File: config.mk
export PLATFORM = sky130hd
export DESIGN_NAME = memory_access_unit
export DESIGN_NICKNAME = d
export VERILOG_FILES = /design/src/rtl/mem_pkg.sv /design/src/rtl/load_store_aligner.sv /design/src/rtl/memory_access_unit.sv
export SDC_FILE = /design/constraint.sdc
export NUM_CORES = 1
export LEC_CHECK = 0
export BUFFER_PORTS_ARGS = -buffer_cell sky130_fd_sc_hd__buf_4
export CORE_UTILIZATION = 34
export CTS_CLUSTER_SIZE = 14
export DETAILED_ROUTE_END_ITERATION = 8
export GPL_TIMING_DRIVEN = 0
export PLACE_DENSITY = 0.77
export SLEW_MARGIN = 20
export SYNTH_ARGS = -nofsm -noshare
export SYNTH_HDL_FRONTEND = slang
export SYNTH_SLANG_ARGS = --single-unit
File: constraint.sdc
create_clock -name clock -period 1.3 [get_ports clock]
set_input_delay 0.26 -clock clock [delete_from_list [all_inputs] [get_ports clock]]
set_output_delay 0.26 -clock clock [all_outputs]
set_load 0.02 [all_outputs]
File: src/rtl/mem_pkg.sv
`default_nettype none
// ============================================================================
// mem_pkg
// Shared types and constants for the memory-stage access unit.
// Revision: 1.0
// ============================================================================
package mem_pkg;

    typedef enum logic [1:0] {
        IDLE = 2'd0,
        WAIT = 2'd1,
        DONE = 2'd2
    } state_t;

    localparam logic [3:0] BE_WORD = 4'b1111;
    localparam int         BYTE_W  = 8;

endpackage
`default_nettype wire

File: src/rtl/load_store_aligner.sv
`default_nettype none
// ============================================================================
// load_store_aligner
// Byte-lane steering: store byte enables/data and load lane extraction.
// Revision: 1.0
// ============================================================================
module load_store_aligner
    import mem_pkg::*;
(
    input  logic        byte_access,
    input  logic [1:0]  lane,
    input  logic [31:0] store_data,
    input  logic [31:0] load_raw,
    output logic [3:0]  be,
    output logic [31:0] wdata,
    output logic [31:0] load_data
);

    logic [BYTE_W-1:0] load_byte;

    always_comb begin
        case (lane)
            2'd0:    load_byte = load_raw[7:0];
            2'd1:    load_byte = load_raw[15:8];
            2'd2:    load_byte = load_raw[23:16];
            default: load_byte = load_raw[31:24];
        endcase
    end

    // Byte stores replicate the byte so any lane selected by be sees it.
    always_comb begin
        if (byte_access) begin
            be        = 4'b0001 << lane;
            wdata     = {4{store_data[BYTE_W-1:0]}};
            load_data = {24'd0, load_byte};
        end else begin
            be        = BE_WORD;
            wdata     = store_data;
            load_data = load_raw;
        end
    end

endmodule
`default_nettype wire

File: src/rtl/memory_access_unit.sv
`default_nettype none
// ============================================================================
// memory_access_unit
// Memory-stage req/ack controller with load capture and stage stall.
// Optional macro MEM_ALIGN_CHECK_EN: blocks and flags misaligned word accesses.
// Revision: 1.0
// ============================================================================
module memory_access_unit
    import mem_pkg::*;
(
    input  logic        clock,
    input  logic        reset,
    input  logic        m_mem_read,
    input  logic        m_mem_write,
    input  logic        m_mem_byte,
    input  logic [31:0] m_addr,
    input  logic [31:0] m_wdata,
    output logic        m_stall,
    output logic [31:0] m_rdata,
    output logic        m_misaligned,
    output logic        dmem_req,
    output logic        dmem_we,
    output logic [31:0] dmem_addr,
    output logic [31:0] dmem_wdata,
    output logic [3:0]  dmem_be,
    input  logic        dmem_ack,
    input  logic [31:0] dmem_rdata
);

    state_t      state;
    state_t      state_next;
    logic        access;
    logic        misaligned;
    logic        issue;
    logic        load_ack;
    logic [31:0] load_data;

    assign access = m_mem_read | m_mem_write;

`ifdef MEM_ALIGN_CHECK_EN
    assign misaligned = access & ~m_mem_byte & (m_addr[1:0] != 2'b00);
`else
    assign misaligned = 1'b0;
`endif

    assign issue = access & ~misaligned;

    always_ff @(posedge clock) begin
        if (reset) begin
            state <= IDLE;
        end else begin
            state <= state_next;
        end
    end

    always_comb begin
        state_next = state;
        case (state)
            IDLE: begin
                if (issue) begin
                    state_next = dmem_ack ? DONE : WAIT;
                end
            end
            WAIT: begin
                if (dmem_ack) begin
                    state_next = DONE;
                end
            end
            DONE:    state_next = IDLE;
            default: state_next = IDLE;
        endcase
    end

    // Request doubles as the stall; both are forced low while in reset.
    always_comb begin
        dmem_req = 1'b0;
        case (state)
            IDLE:    dmem_req = issue;
            WAIT:    dmem_req = 1'b1;
            default: dmem_req = 1'b0;
        endcase
        if (reset) begin
            dmem_req = 1'b0;
        end
    end

    assign m_stall      = dmem_req;
    assign dmem_we      = dmem_req & m_mem_write;
    assign m_misaligned = misaligned & ~reset;
    assign dmem_addr    = {m_addr[31:2], 2'b00};

    // A simultaneous write wins, so the load is only captured for pure reads.
    assign load_ack = dmem_req & dmem_ack & m_mem_read & ~m_mem_write;

    always_ff @(posedge clock) begin
        if (reset) begin
            m_rdata <= 32'd0;
        end else if (load_ack) begin
            m_rdata <= load_data;
        end
    end

    load_store_aligner u_aligner (
        .byte_access (m_mem_byte),
        .lane        (m_addr[1:0]),
        .store_data  (m_wdata),
        .load_raw    (dmem_rdata),
        .be          (dmem_be),
        .wdata       (dmem_wdata),
        .load_data   (load_data)
    );

endmodule
`default_nettype wire

==> impl_metrics.env <==
export IMPL_cts_buffers=5
export IMPL_wire_per_inst_um=15.9
export IMPL_viasPerCell=5.10
export IMPL_drc=0
export IMPL_clockBufferDepth=2
export IMPL_startpoint_type="flip-flop"
export IMPL_grt_overflow_total=0
export IMPL_dp_hpwl_mm=6.70
export IMPL_instances_no_fill=557
export IMPL_cp_common_cell="buf_6"
export IMPL_dieArea_mm2=0.00701
export IMPL_first_global_vias=2708
export IMPL_grtUsageMet2_pct=39.2
export IMPL_cts_tree="built"
export IMPL_numPortBuffers=170
export IMPL_syn_area_per_cell_um2=7.84
export IMPL_slew_violations=0
export IMPL_diodes=0
export IMPL_synth_seq_cells=34
export IMPL_grt_pass1_wl_mm=13.3
export IMPL_root_buffer="clkbuf_8"
export IMPL_rsz0062_at_grt="yes"
export IMPL_pwr_share_clk_pct=26.0
export IMPL_die_w_um=83.8
export IMPL_worstPathArrival_ps=1310
export IMPL_p_int_w=0.00210
export IMPL_dp_cells=539
export IMPL_cts_max_level=2
export IMPL_critPathCapture="dmem_we"
export IMPL_drive_above_1_share_pct=62.5
export IMPL_ir_worst_vdd_uv=834
export IMPL_die_y_um=83.8
export IMPL_r2r_start="state[1]$_SDFFE_PP0P_"
export IMPL_critPathKind="flip-flop to output pin"
export IMPL_yosysSeqAreaShare_pct=30.0
export IMPL_fin_tns_setup_ps=-1030
export IMPL_worstRegToRegCells=6
export IMPL_yosysWarnings=0
export IMPL_timing_final_crit_share_pct=121
export IMPL_worstPathRequired_ps=1040
export IMPL_whs_path_depth=2
export IMPL_final_antenna_net_count=0
export IMPL_hold_buffers=0
export IMPL_layout_setup_ws_ps=-271
export IMPL_antenna_found_initial=0
export IMPL_hold_path_class="primary input to flip-flop"
export IMPL_clk_pin_slew_ps=70
export IMPL_status="complete, but fails checks"
export IMPL_place_gp_congestion=0.794
export IMPL_totalWireLength_mm=8.88
export IMPL_worstMarginPinSlew_ps=655
export IMPL_core_area_mm2=0.00639
export IMPL_fillers=577
export IMPL_max_slew_margin_pct=56.3
export IMPL_critPathMaxFanout=2
export IMPL_synthCells=290
export IMPL_powerDensity_mw_per_mm2=756
export IMPL_nets=581
export IMPL_period_needed_ps=1570
export IMPL_drtIter0Drc=152
export IMPL_routed_via_count=2843
export IMPL_yosys_cell_types_count=24
export IMPL_clkSinkCount=34
export IMPL_slowest_stage="dfxtp_2"
export IMPL_violations="setup timing"
export IMPL_cpPeakStageDelay_ps=320
export IMPL_end_kind="output pin"
export IMPL_crit_start="state[1]$_SDFFE_PP0P_"
export IMPL_finalSetupViolCount=10
export IMPL_met1_usage_pct=29.8
export IMPL_grt_max_degree=11
export IMPL_crit_chain="buf_4 -> buf_6 -> nor2_4 -> buf_6 -> and2_4 -> buf_6"
export IMPL_maxCapViolCount=0
export IMPL_drtPass1Iterations=4
export IMPL_boundaryPins=206
export IMPL_reg2reg_slack_ps=-110
export IMPL_synth_area_mm2=0.00227
export IMPL_sequential_cell_area_um2=682
export IMPL_p_sw_share_pct=32.3
export IMPL_gr_max_usage_layer="met2"
export IMPL_clock_skew_ps=2.04
export IMPL_num_rows=29
export IMPL_area_delta_synth_final_pct=80.7
export IMPL_power_frac_seq_pct=34.6
export IMPL_cellLeakagePower_nw=1.97
export IMPL_track_usage_pct=23.2
export IMPL_initial_core_util_pct=35.6
export IMPL_clock_latency_ps=280
export IMPL_p_sw_w=0.00100
export IMPL_final_util_pct=64.3
export IMPL_reg2reg_to="m_rdata[4]$_SDFFE_PP0P_"
export IMPL_hold_viol_final=0
export IMPL_clock_fmax_ghz=0.636
export IMPL_use_met3_pct=4.85
export IMPL_pwr_share_comb_pct=39.3
export IMPL_multi_input_area_mm2=0.00118
[through the flow]
step | worst slack (ps) | hold WS, ps | total power [W] | instance area [um^2]
3_5_place_dp | -387 | 459 | 0.00218 | 3700
2_1_floorplan | -100 | 339 | 0.00169 | 2330
4_1_cts | -339 | 164 | 0.00304 | 3940
3_3_place_gp | -374 | 449 | 0.00217 | 3700
5_1_grt | -324 | 163 | 0.00322 | 4110
6_report | -271 | 165 | 0.00310 | 4110
[cell type report]
class / instances / area share (%)
buffer: 68 / 12.9
tap: 77 / 2.35
timing repair buffer: 182 / 34.7
inverter: 26 / 2.38
clock buffer: 7 / 2.10
clock inverter: 1 / 0.122
multi-input combinational: 162 / 28.8
sequential: 34 / 16.6
[power by group through the flow]
| stage | combinational [W] | clock [W] | sequential, W |
|---|---|---|---|
| floorplan | 0.000573 | 0 | 0.00111 |
| CTS | 0.00116 | 0.000813 | 0.00107 |
| finish | 0.00122 | 0.000808 | 0.00107 |
| global route | 0.00129 | 0.000860 | 0.00108 |
| detailed placement | 0.00109 | 0 | 0.00110 |
| global placement | 0.00107 | 0 | 0.00110 |
[critical path: cells and delay by family (launching register included)]
kind,cells,cell delay [ps]
buf+inv,4,460
simple gates,2,260
flops,1,320
[flip-flops by register name, summed over array words and instances, names as in the netlist]
| name | cells |
|---|---|
| m_rdata | 32 |
| state | 2 |
[synth_stat cells (all sizes together)]
master  count  area share, %
buf        56             18
o21ai      52             12
dfxtp      34             30
a21oi      32            7.0
inv        26            4.3
nand4b     24            9.3
a211oi     16            6.2
clkbuf     14            2.5
a22oi       8            2.6
mux2        8            4.0
nand2       8            1.3
and2        3           0.83
and3b       2           0.77
nor2        2           0.55
nor3        2           0.44
conb        1           0.17
nand3b      1           0.33
or2         1           0.28
[routing by layer]
layer	up-vias	wire, um
li1	1359	-
met1	1318	3660
met2	146	4450
met3	20	622
met4	0	148
met5	-	0
[timing repair]
item / CTS / global route
resized for setup: 40 / 46
gates cloned: 0 / 2
pin swaps: 8 / 32
endpoints found under the setup margin: 31 / 62
setup buffers: 8 / 3
[kinds of logic after synthesis]
logic type | synth area share (%)
AOI/OAI and AO/OA | 27.5
buffers and inverters | 24.7
and+or+nand+nor | 13.8
DFF | 30.0
muxes | 3.96
other | 0.165
[worst min path at each step]
stage	from	to	slack, ps
finish	dmem_ack	state[0]$_SDFFE_PP0P_	160
global route	dmem_ack	state[0]$_SDFFE_PP0P_	160
CTS	dmem_ack	state[0]$_SDFFE_PP0P_	160
global placement	dmem_ack	state[0]$_SDFFE_PP0P_	450
detailed placement	dmem_ack	state[0]$_SDFFE_PP0P_	460
floorplan	dmem_ack	state[0]$_SDFFE_PP0P_	340
[cell usage in the layout, fill, tap and decap left out, drive strengths merged, types with 3 or more instances in the layout]
master,count
a211oi,16
a21oi,32
a22oi,8
and2,3
buf,238
clkbuf,19
conb,3
dfxtp,34
inv,26
mux2,8
nand2,8
nand4b,24
o21ai,52
No activity file was read; power rests on OpenSTA's default activity.
